`config.mk`:
```
export PLATFORM = sky130hd
export DESIGN_NAME = msrh_fflags_collector
export DESIGN_NICKNAME = d
export VERILOG_FILES = /design/src/rtl/msrh_fpu_pkg.sv /design/src/rtl/bit_cnt.sv /design/src/rtl/msrh_fflags_entry.sv /design/src/rtl/msrh_fflags_collector.sv
export SDC_FILE = /design/constraint.sdc
export NUM_CORES = 1
export LEC_CHECK = 0
export ABC_AREA = 1
export BUFFER_PORTS_ARGS = -buffer_cell sky130_fd_sc_hd__buf_2
export CORE_UTILIZATION = 50
export CTS_CLUSTER_SIZE = 24
export DETAILED_ROUTE_END_ITERATION = 6
export GPL_ROUTABILITY_DRIVEN = 0
export MAX_ROUTING_LAYER = met4
export PLACE_DENSITY = 0.69
export SKIP_LAST_GASP = 1
export SLEW_MARGIN = 10
export SYNTH_ARGS = -nofsm -noshare
export SYNTH_HDL_FRONTEND = slang
export SYNTH_SLANG_ARGS = --single-unit
```
`constraint.sdc`:
```
create_clock -name i_clk -period 7.2 [get_ports i_clk]
set_input_delay 1.44 -clock i_clk [delete_from_list [all_inputs] [get_ports i_clk]]
set_output_delay 1.44 -clock i_clk [all_outputs]
set_load 0.01 [all_outputs]
```
`src/rtl/msrh_fpu_pkg.sv`:
```
// Shared FPU types: the IEEE exception-flag bundle carried from the pipes to the CSR.
package msrh_fpu_pkg;

  typedef struct packed {
    logic nv;
    logic dz;
    logic of;
    logic uf;
    logic nx;
  } fflags_t;

  localparam int unsigned FFLAGS_W = 5;

endpackage

```
`src/rtl/bit_cnt.sv`:
```
// Population count of a bit vector.
module bit_cnt #(
  parameter int unsigned WIDTH = 32
) (
  input  logic [WIDTH-1:0]             in,
  output logic [$clog2(WIDTH+1)-1:0]   cnt
);

  localparam int unsigned CNT_W = $clog2(WIDTH + 1);

  // Ripple sum of set bits.
  always_comb begin
    cnt = '0;
    for (int i = 0; i < WIDTH; i++) begin
      cnt = cnt + CNT_W'(in[i]);
    end
  end

endmodule

```
`src/rtl/msrh_fflags_entry.sv`:
```
// One reservation-station slot: done bit and sticky flags merged from the FPU pipes.
module msrh_fflags_entry
  import msrh_fpu_pkg::*;
(
  input  logic    i_clk,
  input  logic    i_reset_n,
  input  logic    flush,
  input  logic    set,
  input  logic    clear,
  input  fflags_t merge,
  output logic    done,
  output fflags_t fflags,
  output logic    done_next
);

  fflags_t fflags_next;

  // Flush and release win over a same-cycle completion.
  always_comb begin
    done_next   = done;
    fflags_next = fflags;
    if (flush || clear) begin
      done_next   = 1'b0;
      fflags_next = fflags_t'(5'h00);
    end else if (set) begin
      done_next   = 1'b1;
      fflags_next = fflags_t'(fflags | merge);
    end else begin
      done_next   = done;
      fflags_next = fflags;
    end
  end

  // Entry state register.
  always_ff @(posedge i_clk or negedge i_reset_n) begin
    if (!i_reset_n) begin
      done   <= 1'b0;
      fflags <= fflags_t'(5'h00);
    end else begin
      done   <= done_next;
      fflags <= fflags_next;
    end
  end

endmodule

```
`src/rtl/msrh_fflags_collector.sv`:
```
// Collects per-entry FPU exception flags, commits them in order and keeps sticky fflags.
module msrh_fflags_collector
  import msrh_fpu_pkg::*;
#(
  parameter int unsigned RV_ENTRY_SIZE = 32,
  parameter int unsigned FPU_PIPE_NUM  = 2
) (
  input  logic                                        i_clk,
  input  logic                                        i_reset_n,
  input  logic [FPU_PIPE_NUM-1:0]                     i_done_valid,
  input  logic [FPU_PIPE_NUM-1:0][RV_ENTRY_SIZE-1:0]  i_done_index_oh,
  input  logic [FPU_PIPE_NUM-1:0]                     i_done_fflags_vld,
  input  logic [FPU_PIPE_NUM-1:0][4:0]                i_done_fflags,
  input  logic                                        i_release_valid,
  input  logic [RV_ENTRY_SIZE-1:0]                    i_release_index_oh,
  input  logic                                        i_flush,
  input  logic                                        i_csr_wr_valid,
  input  logic [4:0]                                  i_csr_wr_fflags,
  output logic                                        o_commit_valid,
  output fflags_t                                     o_commit_fflags,
  output logic                                        o_release_err,
  output fflags_t                                     o_fflags_acc,
  output logic [$clog2(RV_ENTRY_SIZE+1)-1:0]          o_pending_cnt
);

  localparam int unsigned CNT_W = $clog2(RV_ENTRY_SIZE + 1);

  logic [RV_ENTRY_SIZE-1:0]    set;
  logic [RV_ENTRY_SIZE-1:0]    rel;
  logic [RV_ENTRY_SIZE-1:0]    done;
  logic [RV_ENTRY_SIZE-1:0]    done_next;
  fflags_t [RV_ENTRY_SIZE-1:0] merge;
  fflags_t [RV_ENTRY_SIZE-1:0] entry_fflags;
  logic                        commit_valid_next;
  logic [4:0]                  commit_fflags_next;
  logic                        release_err_next;
  logic [4:0]                  acc_base;
  logic [4:0]                  acc_add;
  logic [CNT_W-1:0]            pending_next;

  // Decode pipe completions per entry; a flush drops them all.
  always_comb begin
    set   = '0;
    merge = '0;
    rel   = (i_release_valid && !i_flush) ? i_release_index_oh : '0;
    for (int e = 0; e < RV_ENTRY_SIZE; e++) begin
      for (int p = 0; p < FPU_PIPE_NUM; p++) begin
        if (!i_flush && i_done_valid[p] && i_done_index_oh[p][e]) begin
          set[e] = 1'b1;
          if (i_done_fflags_vld[p]) begin
            merge[e] = fflags_t'(merge[e] | i_done_fflags[p]);
          end else begin
            merge[e] = merge[e];
          end
        end else begin
          set[e] = set[e];
        end
      end
    end
  end

  for (genvar g = 0; g < RV_ENTRY_SIZE; g++) begin : g_entry
    msrh_fflags_entry u_entry (
      .i_clk     (i_clk),
      .i_reset_n (i_reset_n),
      .flush     (i_flush),
      .set       (set[g]),
      .clear     (rel[g]),
      .merge     (merge[g]),
      .done      (done[g]),
      .fflags    (entry_fflags[g]),
      .done_next (done_next[g])
    );
  end

  bit_cnt #(.WIDTH(RV_ENTRY_SIZE)) u_bit_cnt (
    .in  (done_next),
    .cnt (pending_next)
  );

  // Released entries contribute flags if done now or completing this cycle (bypass).
  always_comb begin
    commit_valid_next  = 1'b0;
    commit_fflags_next = 5'h00;
    release_err_next   = 1'b0;
    for (int e = 0; e < RV_ENTRY_SIZE; e++) begin
      if (rel[e]) begin
        if (done[e] || set[e]) begin
          commit_valid_next  = 1'b1;
          commit_fflags_next = commit_fflags_next | entry_fflags[e] | merge[e];
        end else begin
          release_err_next = 1'b1;
        end
      end else begin
        commit_valid_next = commit_valid_next;
      end
    end
  end

  // CSR write replaces the sticky value, a commit in flight is still ORed on top.
  always_comb begin
    acc_base = i_csr_wr_valid ? i_csr_wr_fflags : 5'(o_fflags_acc);
    acc_add  = o_commit_valid ? 5'(o_commit_fflags) : 5'h00;
  end

  // Output registers.
  always_ff @(posedge i_clk or negedge i_reset_n) begin
    if (!i_reset_n) begin
      o_commit_valid  <= 1'b0;
      o_commit_fflags <= fflags_t'(5'h00);
      o_release_err   <= 1'b0;
      o_fflags_acc    <= fflags_t'(5'h00);
      o_pending_cnt   <= '0;
    end else begin
      o_commit_valid  <= commit_valid_next;
      o_commit_fflags <= fflags_t'(commit_fflags_next);
      o_release_err   <= release_err_next;
      o_fflags_acc    <= fflags_t'(acc_base | acc_add);
      o_pending_cnt   <= pending_next;
    end
  end

endmodule

```
== Word level (Yosys, flattened, before mapping) ==
Index checks and enable logic that the tools add are counted.

* RAM bits: 0
* Bits in read-only memories: 0
* Memories kept: 0
* Word-level logic and storage cells: 1011
* Output and inout port bits: 18
* Latch bits: 0
* Bits of input ports: 120
* Bits in registers: 210

* Order comparisons: 0
* Divide/modulo/power cells: 0
* $mul: 0
* Reduce and logical (&&, ||, !) cells: 164
* Equality and inequality tests: 0
* Bitwise operators: 127
* Shifts and indexed selects: 0
* Mux-type cells: 484
* $add $sub $neg: 31

{| class="wikitable"
|+ Operators with widths
! operator !! number
|-
| 5-bit two-way mux || 227
|-
| 5-bit bitwise OR || 127
|-
| 1-bit two-way mux || 256
|-
| 6-bit by 1-bit adder with 6-bit output || 30
|-
| 1-bit logical AND || 67
|-
| 1-bit logical OR || 64
|-
| 2-bit nonzero test || 32
|-
| 32-bit two-way mux || 1
|-
| 1-bit by 1-bit adder with 2-bit output || 1
|-
| 1-bit logical NOT || 1
|}

== Depth between registers and ports, before layout ==
* Depth after elaboration: 134
* Depth in mapped cells: 27
* Depth with buffers taken out: 25

== Cells and area by module ==
From an unflattened synthesis, not the netlist that was laid out.

* Cells, all modules: 2710
* Area, all modules: 16116.7 um^2

{| class="wikitable"
|+ Modules (own cells, without submodules)
! module !! instances !! cells an instance !! area each (um^2) !! sequential area each (um^2)
|-
| msrh_fflags_entry || 32 || 34 || 260.2 || 150.1
|-
| msrh_fflags_collector || 1 || 1513 || 6911.6 || 450.4
|-
| bit_cnt || 1 || 109 || 877.1 || 0.0
|}

== Worst setup path before layout ==
No wires, ideal clock.

* Path kind: input-to-reg
* From: input port i_flush
* To: register o_pending_cnt[4]
* Stages: 25
* Data arrival time: 6.659 ns
* Setup time: 0.080 ns
* Path slack: 0.461 ns
* Required time: 7.120 ns
* Path buffers: 2
* Path through: buf_4 inv_4 nand2_2 inv_2 buf_6 nand2_1 inv_1 nor2_1 nand2_1 inv_1 ha_1 inv_1 fa_1 fa_1 fa_1 fa_1 fa_1 fa_1 inv_1 fa_1 fa_1 a21oi_1 nor2_1 nor2_1 xnor2_1

* Longest elaborated chain between the ends: 38
* Elaborated cells between the ends (all ways): 260
* Those cells by class: add/sub (31); mux (129); reduce/logical (100)

{| class="wikitable"
|+ Ends and longest elaborated chain
! item !! line !! text
|-
| start, declared || msrh_fflags_collector.sv:16 || <nowiki>input logic i_flush,</nowiki>
|-
| 1-bit logical NOT || msrh_fflags_collector.sv:45, msrh_fflags_collector.sv:48 ||
|-
| 1-bit logical AND (2 in a row) || msrh_fflags_collector.sv:48 || <nowiki>if (!i_flush && i_done_valid[p] && i_done_index_oh[p][e]) begin</nowiki>
|-
| 1-bit two-way mux (2 in a row) || msrh_fflags_collector.sv:48 ||
|-
| 1-bit two-way mux || msrh_fflags_entry.sv:25 || <nowiki>end else if (set) begin</nowiki>
|-
| 1-bit two-way mux (*) || msrh_fflags_entry.sv:22 || <nowiki>if (flush || clear) begin</nowiki>
|-
| named net g_entry[0].u_entry.done_next || msrh_fflags_entry.sv:13 || <nowiki>output logic done_next</nowiki>
|-
| 1-bit by 1-bit adder with 2-bit output (*) || bit_cnt.sv:15 || <nowiki>cnt = cnt + CNT_W'(in[i]);</nowiki>
|-
| 6-bit by 1-bit adder with 6-bit output (*) (30 in a row) || bit_cnt.sv:15 ||
|-
| named net pending_next[4] || msrh_fflags_collector.sv:39 || <nowiki>logic [CNT_W-1:0] pending_next;</nowiki>
|-
| end signal, assigned || msrh_fflags_collector.sv:119 || <nowiki>o_pending_cnt <= pending_next;</nowiki>
|-
| end, declared || msrh_fflags_collector.sv:23 || <nowiki>output logic [$clog2(RV_ENTRY_SIZE+1)-1:0] o_pending_cnt</nowiki>
|}

Mark *: on every way through the listed nets, which the timed path passes. The rest lies on a longest branch.
A chain may end at the register's enable or synchronous reset.

== Worst setup path after layout ==
* From: input port i_flush
* To: register o_pending_cnt[4]

* Longest elaborated chain between the ends: 38
* Elaborated cells between the ends (all ways): 260
* Those cells by class: add/sub (31); mux (129); reduce/logical (100)

{| class="wikitable"
|+ Ends and longest elaborated chain
! item !! line
|-
| 1-bit logical NOT || msrh_fflags_collector.sv:45, msrh_fflags_collector.sv:48
|-
| 1-bit logical AND (2 in a row) || msrh_fflags_collector.sv:48
|-
| 1-bit two-way mux (2 in a row) || msrh_fflags_collector.sv:48
|-
| 1-bit two-way mux || msrh_fflags_entry.sv:25
|-
| 1-bit two-way mux || msrh_fflags_entry.sv:22
|-
| 1-bit by 1-bit adder with 2-bit output || bit_cnt.sv:15
|-
| 6-bit by 1-bit adder with 6-bit output (29 in a row) || bit_cnt.sv:15
|-
| 6-bit by 1-bit adder with 6-bit output (*) || bit_cnt.sv:15
|-
| named net pending_next[4] || msrh_fflags_collector.sv:39
|}

Marks and branches as above.

==> metrics <==
CP required 7.66 ns; FFs w/ async S/R, synth 100%; proportion of netlist area held by the largest area contributor 39.8%; reg2reg path depth 19; outcome complete, no violations; nets 2285; Clock Latency Late Sink 0.54 ns; Die Width 164 um; register area 5260 um2; post-CTS sizing 0; max_slew headroom 40.8%; skew final 0.0114 ns; Setup Viol. Count Final 0; Final WS setup 0.591 ns; Post-DP HPWL 33900 um; vertical die dimension 164 um; Syn Std Cell Area 13200 um2; f_max 0.151 GHz; CTS tree done; Max Buffers Root-to-Sink 3; area occupied by multi-input gates 6180 um2; Pwr per Cell Area 227 nW/um2; CP max stage cell fa_1; Synth area leaders dfrtp_1 40%, nand2_1 25%, inv_1 9.3%, nand3b_1 7.6%, nand3_1 4.1%; PortBufs 137; H-Tree Depth 1; # DRC 0; GR Overflow Total 0; DR pass1 iterations 6; maximum number of pins on one net before global-route repair 90; vias in the first global route 12690; CP endpoint kind register; initial core utilization 50.8%; Synth Warn # 0; Total Neg Setup Slack 0 ns; DR iter-0 viols 1650; Seq/Total Area, Yosys 39.8%; # rows 59; Fillers 2512; Fin. Hold Viols 0; EDFF count, synth 0; P&R area growth vs syn 15.3%; CTS Sinks 210; crit path DAT 7.07 ns; core area 26000 um2; Critical Path Stages 24; CP max stage delay 0.54 ns; Wirelength per Cell 18.5 um; Netlist cell types 23; Post CTS Setup Buffer Count 0; fin. max-slew vios 0; family with the most delay on the worst path adder cells; Cells on Worst Hold Path 2; Detailed Route WL 46000 um; worst path cell trace buf_2, inv_4, nand2_2, inv_2, buf_4, nand2_1, inv_2, nor2_1, nand2_1, fa_1, fa_1, inv_1, fa_1, inv_1, fa_1, fa_1, fa_1, inv_1, fa_1, fa_1, a21oi_1, nor2_1, nor2_1, xnor2_1; Num CTS Buffers 26; Post-Syn Area per Cell 6.65 um2; antenna-violating nets left 0; CTS Hold Bufs 0; Cell Count Post-Placement 2440; Setup CP Type in2reg; first-pass GRT wire length 70600 um; Tot Pwr 3.46 mW; n_diodes 0; Min Clock Period, post-route 6.61 ns; unrepaired setup endpoints after global routing false; clk slew on worst S/H paths 0.06 ns; layout cells sized above 1 13.3%; CP Launch Type input pin; Least-Margin Pin Slew 0.888 ns; most frequent cells in the layout 889 x nand2_1, 323 x inv_1, 210 x dfrtp_1; cell taking the most area after synthesis dfrtp_1; Buf/Inv on CP 8; Synth Instances 1985; die area 27000 um2; Layout Cells excl Fill 2485; Pleak 10.0 nW; flops & latches, synth 210; maxcap violations 0; critical-path maximum fanout 12; syn nets 2137; Peak VDD IR 0.195 mV; Synth Flop Type dfrtp_1; via/cell ratio 5.34; most common cell after layout, fill and taps aside nand2_1; pre-CTS WS 0.0681 ns; worst hold slack 0.472 ns; crit share post-route 91.8%; vias 13274; antenna violations before repair 0; most frequent CP cell fa_1; Top Ports 138; root buffer cell clkbuf_16; Global Route Usage Sum 36.1%; worst min path class reg2reg
==> sequential cells by signal, summed over array words and instances, names as in the netlist <==
| name | count |
|---|---|
| g_entry.u_entry.fflags | 160 |
| g_entry.u_entry.done | 32 |
| o_pending_cnt | 6 |
| o_commit_fflags | 5 |
| o_fflags_acc | 5 |
| o_commit_valid | 1 |
| o_release_err | 1 |
==> worst min-delay path: stages, from the launching register on <==
cell	delay, ns
dfrtp_1	0.34
nand2_1	0.05
nand3_1	0.05
==> through the flow <==
step	util, %	area, um2
after floorplan	-	13200
after global placement	55.2	14300
after detailed placement	55.2	14300
after CTS	58.5	15200
after global routing	58.5	15200
final	58.5	15200
==> cell type report <==
| type | count | share of cell area (%) |
|---|---|---|
| inverters | 399 | 9.87 |
| well taps | 335 | 2.76 |
| clock inverters | 9 | 0.971 |
| multi-input cells | 1326 | 40.7 |
| clock buffers | 36 | 4.73 |
| repair buffers | 170 | 6.44 |
| flip-flops and latches | 210 | 34.6 |
==> cell usage after synthesis, drive strengths merged (8+ instances only) <==
cell type	n
nand2	891
inv	399
dfrtp	210
nand3b	134
nor2	115
nand3	107
clkbuf	35
fa	24
a21oi	22
o22ai	16
buf	15
ha	8
==> worst paths after layout <==
| path | startpoint | endpoint | slack (ns) |
|---|---|---|---|
| worst max-delay path | i_flush | o_pending_cnt[4]$_DFF_PN0_ | 0.59 |
| worst min register to register | o_fflags_acc[1]$_DFF_PN0_ | o_fflags_acc[1]$_DFF_PN0_ | 0.47 |
| worst max register to register | g_entry[18].u_entry.done$_DFF_PN0_ | o_pending_cnt[4]$_DFF_PN0_ | 1.83 |
| min in group asynchronous | i_reset_n | g_entry[26].u_entry.fflags[0]$_DFFE_PN0P_ | 0.94 |
| max in group asynchronous | i_reset_n | g_entry[7].u_entry.fflags[0]$_DFFE_PN0P_ | 4.82 |
| worst min-delay path | o_fflags_acc[1]$_DFF_PN0_ | o_fflags_acc[1]$_DFF_PN0_ | 0.47 |
==> per-layer routing <==
layer	GRT usage (%)	up-vias	wire length, um
li1	-	6194	-
met1	46.8	6112	18200
met2	55.2	807	20400
met3	5.93	161	4890
met4	17.2	0	2540
met5	-	-	0
==> cells by family after synthesis <==
kind of cell,count (synthesis),synth area share (%)
AND/OR/NAND/NOR,1251,40.6
buffers and inverters,449,13.3
flip-flops,210,39.8
AO/OA/AOI/OAI,40,1.70
adder cells (fa/ha/maj),32,4.40
XOR/XNOR,3,0.199
==> where the power goes <==
part	switching [mW]	total (mW)	internal, mW	leakage, nW
registers	0.0287	1.28	1.25	2.85
logic	0.535	0.823	0.289	6.76
clock network	0.517	1.35	0.835	0.422
total	1.08	3.46	2.38	10.0
No activity file was read; power rests on OpenSTA's default activity.
